`src/rtl/risc_fetch_queue_if.sv`:
```
// Fetch-front-end bus: instruction-memory request/response, decode pop handshake and EX redirect.
interface risc_fetch_queue_if #(
    parameter int AW = 30,
    parameter int DW = 32
);
    logic          IREQ;
    logic [AW-1:0] IADDR;
    logic [DW-1:0] INSTR;
    logic          out_valid;
    logic          out_ready;
    logic [DW-1:0] out_instr;
    logic [AW-1:0] out_pc;
    logic          redir_valid;
    logic [AW-1:0] redir_pc;

    modport master (
        output IREQ, IADDR, out_valid, out_instr, out_pc,
        input  INSTR, out_ready, redir_valid, redir_pc
    );

    modport slave (
        input  IREQ, IADDR, out_valid, out_instr, out_pc,
        output INSTR, out_ready, redir_valid, redir_pc
    );
endinterface

```
`src/rtl/risc_fetch_queue.sv`:
```
// RISC_TOY fetch front end: PC generator, imem request port, DEPTH-entry prefetch queue, redirect flush.
// Optional saturating performance counters are built when FETCH_PERF_EN is defined.
module risc_fetch_queue #(
    parameter int            AW       = 30,
    parameter int            DW       = 32,
    parameter int            DEPTH    = 4,
    parameter logic [AW-1:0] RESET_PC = '0
) (
    input logic                CLK,
    input logic                RSTN,
    risc_fetch_queue_if.master bus
`ifdef FETCH_PERF_EN
    ,
    output logic [31:0]        perf_fetched,
    output logic [31:0]        perf_flushed,
    output logic [31:0]        perf_stall
`endif
);
    localparam int PW = $clog2(DEPTH);
    localparam int CW = PW + 1;
    localparam int OW = CW + 1;

    logic [AW-1:0] pc;
    logic [AW-1:0] req_pc_p1;
    logic          inflight;
    logic          run;
    logic [PW-1:0] wr_ptr;
    logic [PW-1:0] rd_ptr;
    logic [CW-1:0] count;
    logic [DW-1:0] q_instr [DEPTH];
    logic [AW-1:0] q_pc    [DEPTH];

    logic          ireq;
    logic          pop;
    logic          push;
    logic [OW-1:0] occ;

    // A response arriving on a redirect edge is stale and dies with the flush.
    always_comb begin
        bus.out_valid = (count != '0) && !bus.redir_valid;
        pop           = bus.out_valid && bus.out_ready;
        push          = inflight && !bus.redir_valid;
        occ           = OW'(count) + OW'(inflight) - OW'(pop);
        ireq          = run && !bus.redir_valid && (occ < OW'(DEPTH));
        bus.IREQ      = ireq;
        bus.IADDR     = pc;
        bus.out_instr = q_instr[rd_ptr];
        bus.out_pc    = q_pc[rd_ptr];
    end

    // Stage p0 -> p1: request issue and queue bookkeeping
    always_ff @(posedge CLK or negedge RSTN) begin
        if (!RSTN) begin
            pc        <= RESET_PC;
            req_pc_p1 <= '0;
            inflight  <= 1'b0;
            run       <= 1'b0;
            wr_ptr    <= '0;
            rd_ptr    <= '0;
            count     <= '0;
        end else begin
            run      <= 1'b1;
            inflight <= ireq;
            if (ireq) begin
                pc        <= pc + AW'(1);
                req_pc_p1 <= pc;
            end
            if (bus.redir_valid) begin
                pc     <= bus.redir_pc;
                count  <= '0;
                rd_ptr <= wr_ptr;
            end else begin
                if (push) wr_ptr <= wr_ptr + PW'(1);
                if (pop)  rd_ptr <= rd_ptr + PW'(1);
                count <= count + CW'(push) - CW'(pop);
            end
        end
    end

    // Stage p1 -> queue: capture the memory response beside the PC it was fetched from
    always_ff @(posedge CLK or negedge RSTN) begin
        if (!RSTN) begin
            for (int i = 0; i < DEPTH; i++) begin
                q_instr[i] <= '0;
                q_pc[i]    <= '0;
            end
        end else if (push) begin
            q_instr[wr_ptr] <= bus.INSTR;
            q_pc[wr_ptr]    <= req_pc_p1;
        end
    end

`ifdef FETCH_PERF_EN
    function automatic logic [31:0] sat_add(input logic [31:0] a, input logic [31:0] b);
        logic [32:0] s;
        s = {1'b0, a} + {1'b0, b};
        return s[32] ? '1 : s[31:0];
    endfunction

    always_ff @(posedge CLK or negedge RSTN) begin
        if (!RSTN) begin
            perf_fetched <= '0;
            perf_flushed <= '0;
            perf_stall   <= '0;
        end else begin
            perf_fetched <= sat_add(perf_fetched, 32'(push));
            perf_flushed <= sat_add(perf_flushed,
                                    bus.redir_valid ? (32'(count) + 32'(inflight)) : 32'd0);
            perf_stall   <= sat_add(perf_stall, 32'(run && !ireq && !bus.redir_valid));
        end
    end
`endif
endmodule

```
`src/flat_wrapper.sv`:
```
// flat-port wrapper written by rule: the top's interface ports become plain ports
module risc_fetch_queue_flat 
#(
    parameter int            AW       = 30,
    parameter int            DW       = 32,
    parameter int            DEPTH    = 4,
    parameter logic [AW-1:0] RESET_PC = '0
)
  (CLK, RSTN, bus_IREQ, bus_IADDR, bus_out_valid, bus_out_instr, bus_out_pc, bus_INSTR, bus_out_ready, bus_redir_valid, bus_redir_pc);
  risc_fetch_queue_if #(.AW(AW), .DW(DW)) bus_i ();
  input logic CLK;
  input logic RSTN;
  output wire logic [$bits(bus_i.IREQ)-1:0] bus_IREQ;
  output wire logic [$bits(bus_i.IADDR)-1:0] bus_IADDR;
  output wire logic [$bits(bus_i.out_valid)-1:0] bus_out_valid;
  output wire logic [$bits(bus_i.out_instr)-1:0] bus_out_instr;
  output wire logic [$bits(bus_i.out_pc)-1:0] bus_out_pc;
  input wire logic [$bits(bus_i.INSTR)-1:0] bus_INSTR;
  input wire logic [$bits(bus_i.out_ready)-1:0] bus_out_ready;
  input wire logic [$bits(bus_i.redir_valid)-1:0] bus_redir_valid;
  input wire logic [$bits(bus_i.redir_pc)-1:0] bus_redir_pc;
  assign bus_IREQ = bus_i.IREQ;
  assign bus_IADDR = bus_i.IADDR;
  assign bus_out_valid = bus_i.out_valid;
  assign bus_out_instr = bus_i.out_instr;
  assign bus_out_pc = bus_i.out_pc;
  assign bus_i.INSTR = bus_INSTR;
  assign bus_i.out_ready = bus_out_ready;
  assign bus_i.redir_valid = bus_redir_valid;
  assign bus_i.redir_pc = bus_redir_pc;
  risc_fetch_queue #(.AW(AW), .DW(DW), .DEPTH(DEPTH), .RESET_PC(RESET_PC)) u_core (.CLK(CLK), .RSTN(RSTN), .bus(bus_i));
endmodule
```
`config.mk`:
```
export PLATFORM = sky130hd
export DESIGN_NAME = risc_fetch_queue_flat
export DESIGN_NICKNAME = d
export VERILOG_FILES = /design/src/rtl/risc_fetch_queue_if.sv /design/src/rtl/risc_fetch_queue.sv /design/src/flat_wrapper.sv
export SDC_FILE = /design/constraint.sdc
export NUM_CORES = 1
export LEC_CHECK = 0
export BUFFER_PORTS_ARGS = -buffer_cell sky130_fd_sc_hd__buf_2
export CORE_ASPECT_RATIO = 0.7
export CORE_MARGIN = 4
export CORE_UTILIZATION = 57
export CTS_CLUSTER_SIZE = 10
export DETAILED_ROUTE_END_ITERATION = 10
export GPL_TIMING_DRIVEN = 0
export PLACE_DENSITY = 0.81
export SYNTH_ARGS = -nofsm -noshare
export SYNTH_HDL_FRONTEND = slang
export SYNTH_SLANG_ARGS = --single-unit
```
`constraint.sdc`:
```
create_clock -name CLK -period 4.2 [get_ports CLK]
set_input_delay 0 -clock CLK [delete_from_list [all_inputs] [get_ports CLK]]
set_output_delay 0 -clock CLK [all_outputs]
set_load 0.005 [all_outputs]
```
==> impl_metrics.py <==
metrics = {
    "status": {
        "outcome": "finished, final reports clean",
    },
    "layout": {
        "final_nets": 1338,
        "mostFrequentLayoutCell": "dfrtp_1",
        "syn_to_final_growth_pct": 20.4,
        "drive_gt1_share_pct": 42.7,
        "n_antenna_cell": 0,
        "mostFrequentLayoutCells": "dfrtp_1, mux2_2, buf_2",
    },
    "timing": {
        "setup-violations-final": 0,
        "slew_viol_final": 0,
        "relSlewSlack_pct": 39.5,
        "hold_viol": 0,
        "rsz0062_at_grt": "no",
        "period_minus_slack_ps": 3940,
        "whs_ps": 86.7,
        "fmax_mhz": 254,
        "worst_pin_slew_ps": 907,
        "clock_skew_ps": 17.3,
        "finalCritPeriodShare_pct": 93.9,
    },
    "cts": {
        "cts_max_level": 2,
        "clkSlewWorstSetupHoldPaths_ps": 50,
        "clk_latency_ps": 510,
        "cts.sinks": 317,
        "cts-buffers-inserted": 37,
        "cts_tree": "done",
        "clockBufferDepth": 3,
        "cts_root_buf": "clkbuf_16",
    },
    "die": {
        "core_area_sq_mm": 0.0246,
        "die_w_microns": 197,
        "rows": 48,
        "start_util_pct": 57.7,
        "io_pins": 160,
        "die_area_sq_mm": 0.0276,
        "die_h_microns": 140,
    },
    "placed_design": {
        "dp_hpwl_mm": 22.3,
        "port_buffers": 158,
        "gp_congestion": 0.899,
    },
    "power_and_ir_drop": {
        "vdd_drop_max_v": 0.000340,
        "power_uw": 11500,
        "p_leak_uw": 0.00803,
        "power_density_mw_per_mm2": 674,
    },
    "worst_setup_path": {
        "cp.arrival_ps": 4380,
        "path_max_fanout": 10,
        "worstPathRequired_ps": 4640,
        "setup.worst_path.class": "register to register",
        "critPathCaptureType": "register",
        "cp-startpoint": "u_core.count[1]$_DFF_PN0_",
        "crit-reg2reg-launch": "u_core.count[1]$_DFF_PN0_",
        "cp-start-kind": "register",
    },
    "logic_synthesis": {
        "seq_area_frac_synth_pct": 55.8,
        "synth_cell_type_count": 50,
        "syn-cell-area_sq_mm": 0.0142,
        "yosys_warnings": 0,
        "synth-async-reset-ratio_pct": 100,
        "ys.flop_type": "dfrtp_1",
        "synthTopCellsByArea": "dfrtp_1, mux2_2, mux4_2",
        "synth_top_area_share_pct": 55.8,
        "synth.net_count": 1070,
        "synth_top_area_cell": "dfrtp_1",
        "ys_ff_latch": 317,
        "synth_area_per_cell_sq_um": 14.3,
        "syn_inst": 993,
        "synth_edf_count": 0,
    },
    "route": {
        "routed_via_density": 5.86,
        "drt-wirelength-per-cell_microns": 21.0,
        "drc_errors": 0,
        "drtIter0Drc": 577,
        "via_count": 9299,
        "drt-pass1-iter-count": 4,
        "drtAntennaViolNets": 0,
        "routed_wl_mm": 33.3,
    },
    "min_path": {
        "hold_path.class": "primary input to async pin",
    },
    "global_routing": {
        "grt_max_degree": 127,
        "grt_pass1_wl_mm": 54.3,
        "grt_pass1_vias": 9843,
        "track_usage_pct": 24.6,
        "antenna_found_initial": 0,
        "globalRoute.totalOverflow": 0,
    },
    "flow_run": {
        "maxCapViolations": 0,
    },
}
==> flip-flops by register name, indices dropped and copies added (netlist names) <==
name,count
u_core.bus.IADDR,30
u_core.count,3
u_core.inflight,1
u_core.q_instr,128
u_core.q_pc,120
u_core.rd_ptr,2
u_core.req_pc_p1,30
u_core.run,1
u_core.wr_ptr,2
==> per-stage QoR <==
| step | setup slack, ps | setup TNS, ps | utilization, % | area, sq um | instances |
|---|---|---|---|---|---|
| CTS | 217 | 0 | 69.5 | 17100 | 1586 |
| finish | 256 | 0 | 69.5 | 17100 | 1586 |
| global placement | -2730 | -853470 | 62.6 | 15400 | 1476 |
| floorplan | 1100 | 0 | - | 14200 | 993 |
| detailed placement | 579 | 0 | 62.9 | 15500 | 1478 |
| global route | 163 | 0 | 69.5 | 17100 | 1586 |
==> power by group <==
group          internal, uW  switching, uW  leakage [uW]
registers              4290            795       0.00404
logic                  2180           1590       0.00352
clock network          1570           1110      0.000464
==> per-layer routing <==
| metal | vias up | track usage, % | wire length [microns] |
|---|---|---|---|
| li1 | 4125 | - | - |
| met1 | 4821 | 37.3 | 15100 |
| met2 | 301 | 37.8 | 15400 |
| met3 | 52 | 5.07 | 2280 |
| met4 | 0 | 4.96 | 501 |
| met5 | - | 0 | 0 |
==> timing repair <==
item                                    CTS  global route
hold buffers                             69             0
endpoints found under the setup margin    0             1
setup buffers                             0             0
hold endpoints to repair                252             0
resized for setup                         0             1
==> layout make-up <==
type                    count  area (sq um)
flip-flops and latches    317          7930
fillers                  1719          7510
clock buffers              39           943
inverters                  16          60.1
well taps                 325           407
plain buffers              59           251
multi-input cells         601          5970
repair buffers            229          1550
==> logic make-up after synthesis <==
logic type | Yosys count | synth area share [%]
AO/OA/AOI/OAI | 62 | 3.67
XOR/XNOR | 22 | 1.36
adder cells (fa/ha/maj) | 11 | 1.02
buffers and inverters | 75 | 2.19
flip-flops | 317 | 55.8
multiplexers | 316 | 29.9
other | 1 | 0.0264
AND/OR/NAND/NOR | 189 | 6.04
==> critical path: stages (launching register included) <==
cell	delay, ps
dfrtp_1	410
inv_1	80
a31oi_1	330
nand2_1	190
inv_1	170
ha_1	170
inv_1	40
ha_1	250
and3b_1	180
or4_4	470
and2_1	170
buf_2	200
inv_1	190
buf_2	270
nand4_1	110
nand3_1	110
dlygate4sd3_1	550
==> cells in the mapped netlist (2+ instances only) <==
master,instances
a2111oi_2,8
and3_1,7
nor3b_1,4
a22oi_1,3
nand2_1,118
nand4_1,5
o21ai_1,4
inv_1,16
or2_2,2
or3b_2,2
buf_2,6
o31a_1,3
xnor2_1,18
nand2b_1,4
mux2_2,251
nor3_1,3
a211oi_1,4
nor2b_1,2
or3b_1,2
buf_1,7
and2_1,3
o21ai_0,18
nand3_1,19
a21oi_1,8
mux4_2,62
o211ai_1,2
a31oi_1,2
buf_6,3
ha_1,10
mux2i_1,3
clkbuf_1,43
xor2_1,4
dfrtp_1,317
nor2_1,12
a2111oi_4,3
==> final timing paths <==
| kind | endpoint | slack (ps) | depth (start not counted) |
|---|---|---|---|
| min in group CLK | u_core.bus.IADDR[3]$_DFFE_PN0P_ | 250 | 4 |
| worst max-delay path | u_core.bus.IADDR[24]$_DFFE_PN0P_ | 260 | 16 |
| worst max register to register | u_core.bus.IADDR[24]$_DFFE_PN0P_ | 260 | 16 |
| max in group asynchronous | u_core.req_pc_p1[20]$_DFFE_PN0P_ | 2610 | 4 |
| worst min-delay path | u_core.q_pc[97]$_DFFE_PN0P_ | 90 | 2 |
| worst min register to register | u_core.q_instr[12]$_DFFE_PN0P_ | 500 | 1 |
Note: power is estimated with default switching activity, not from simulation.
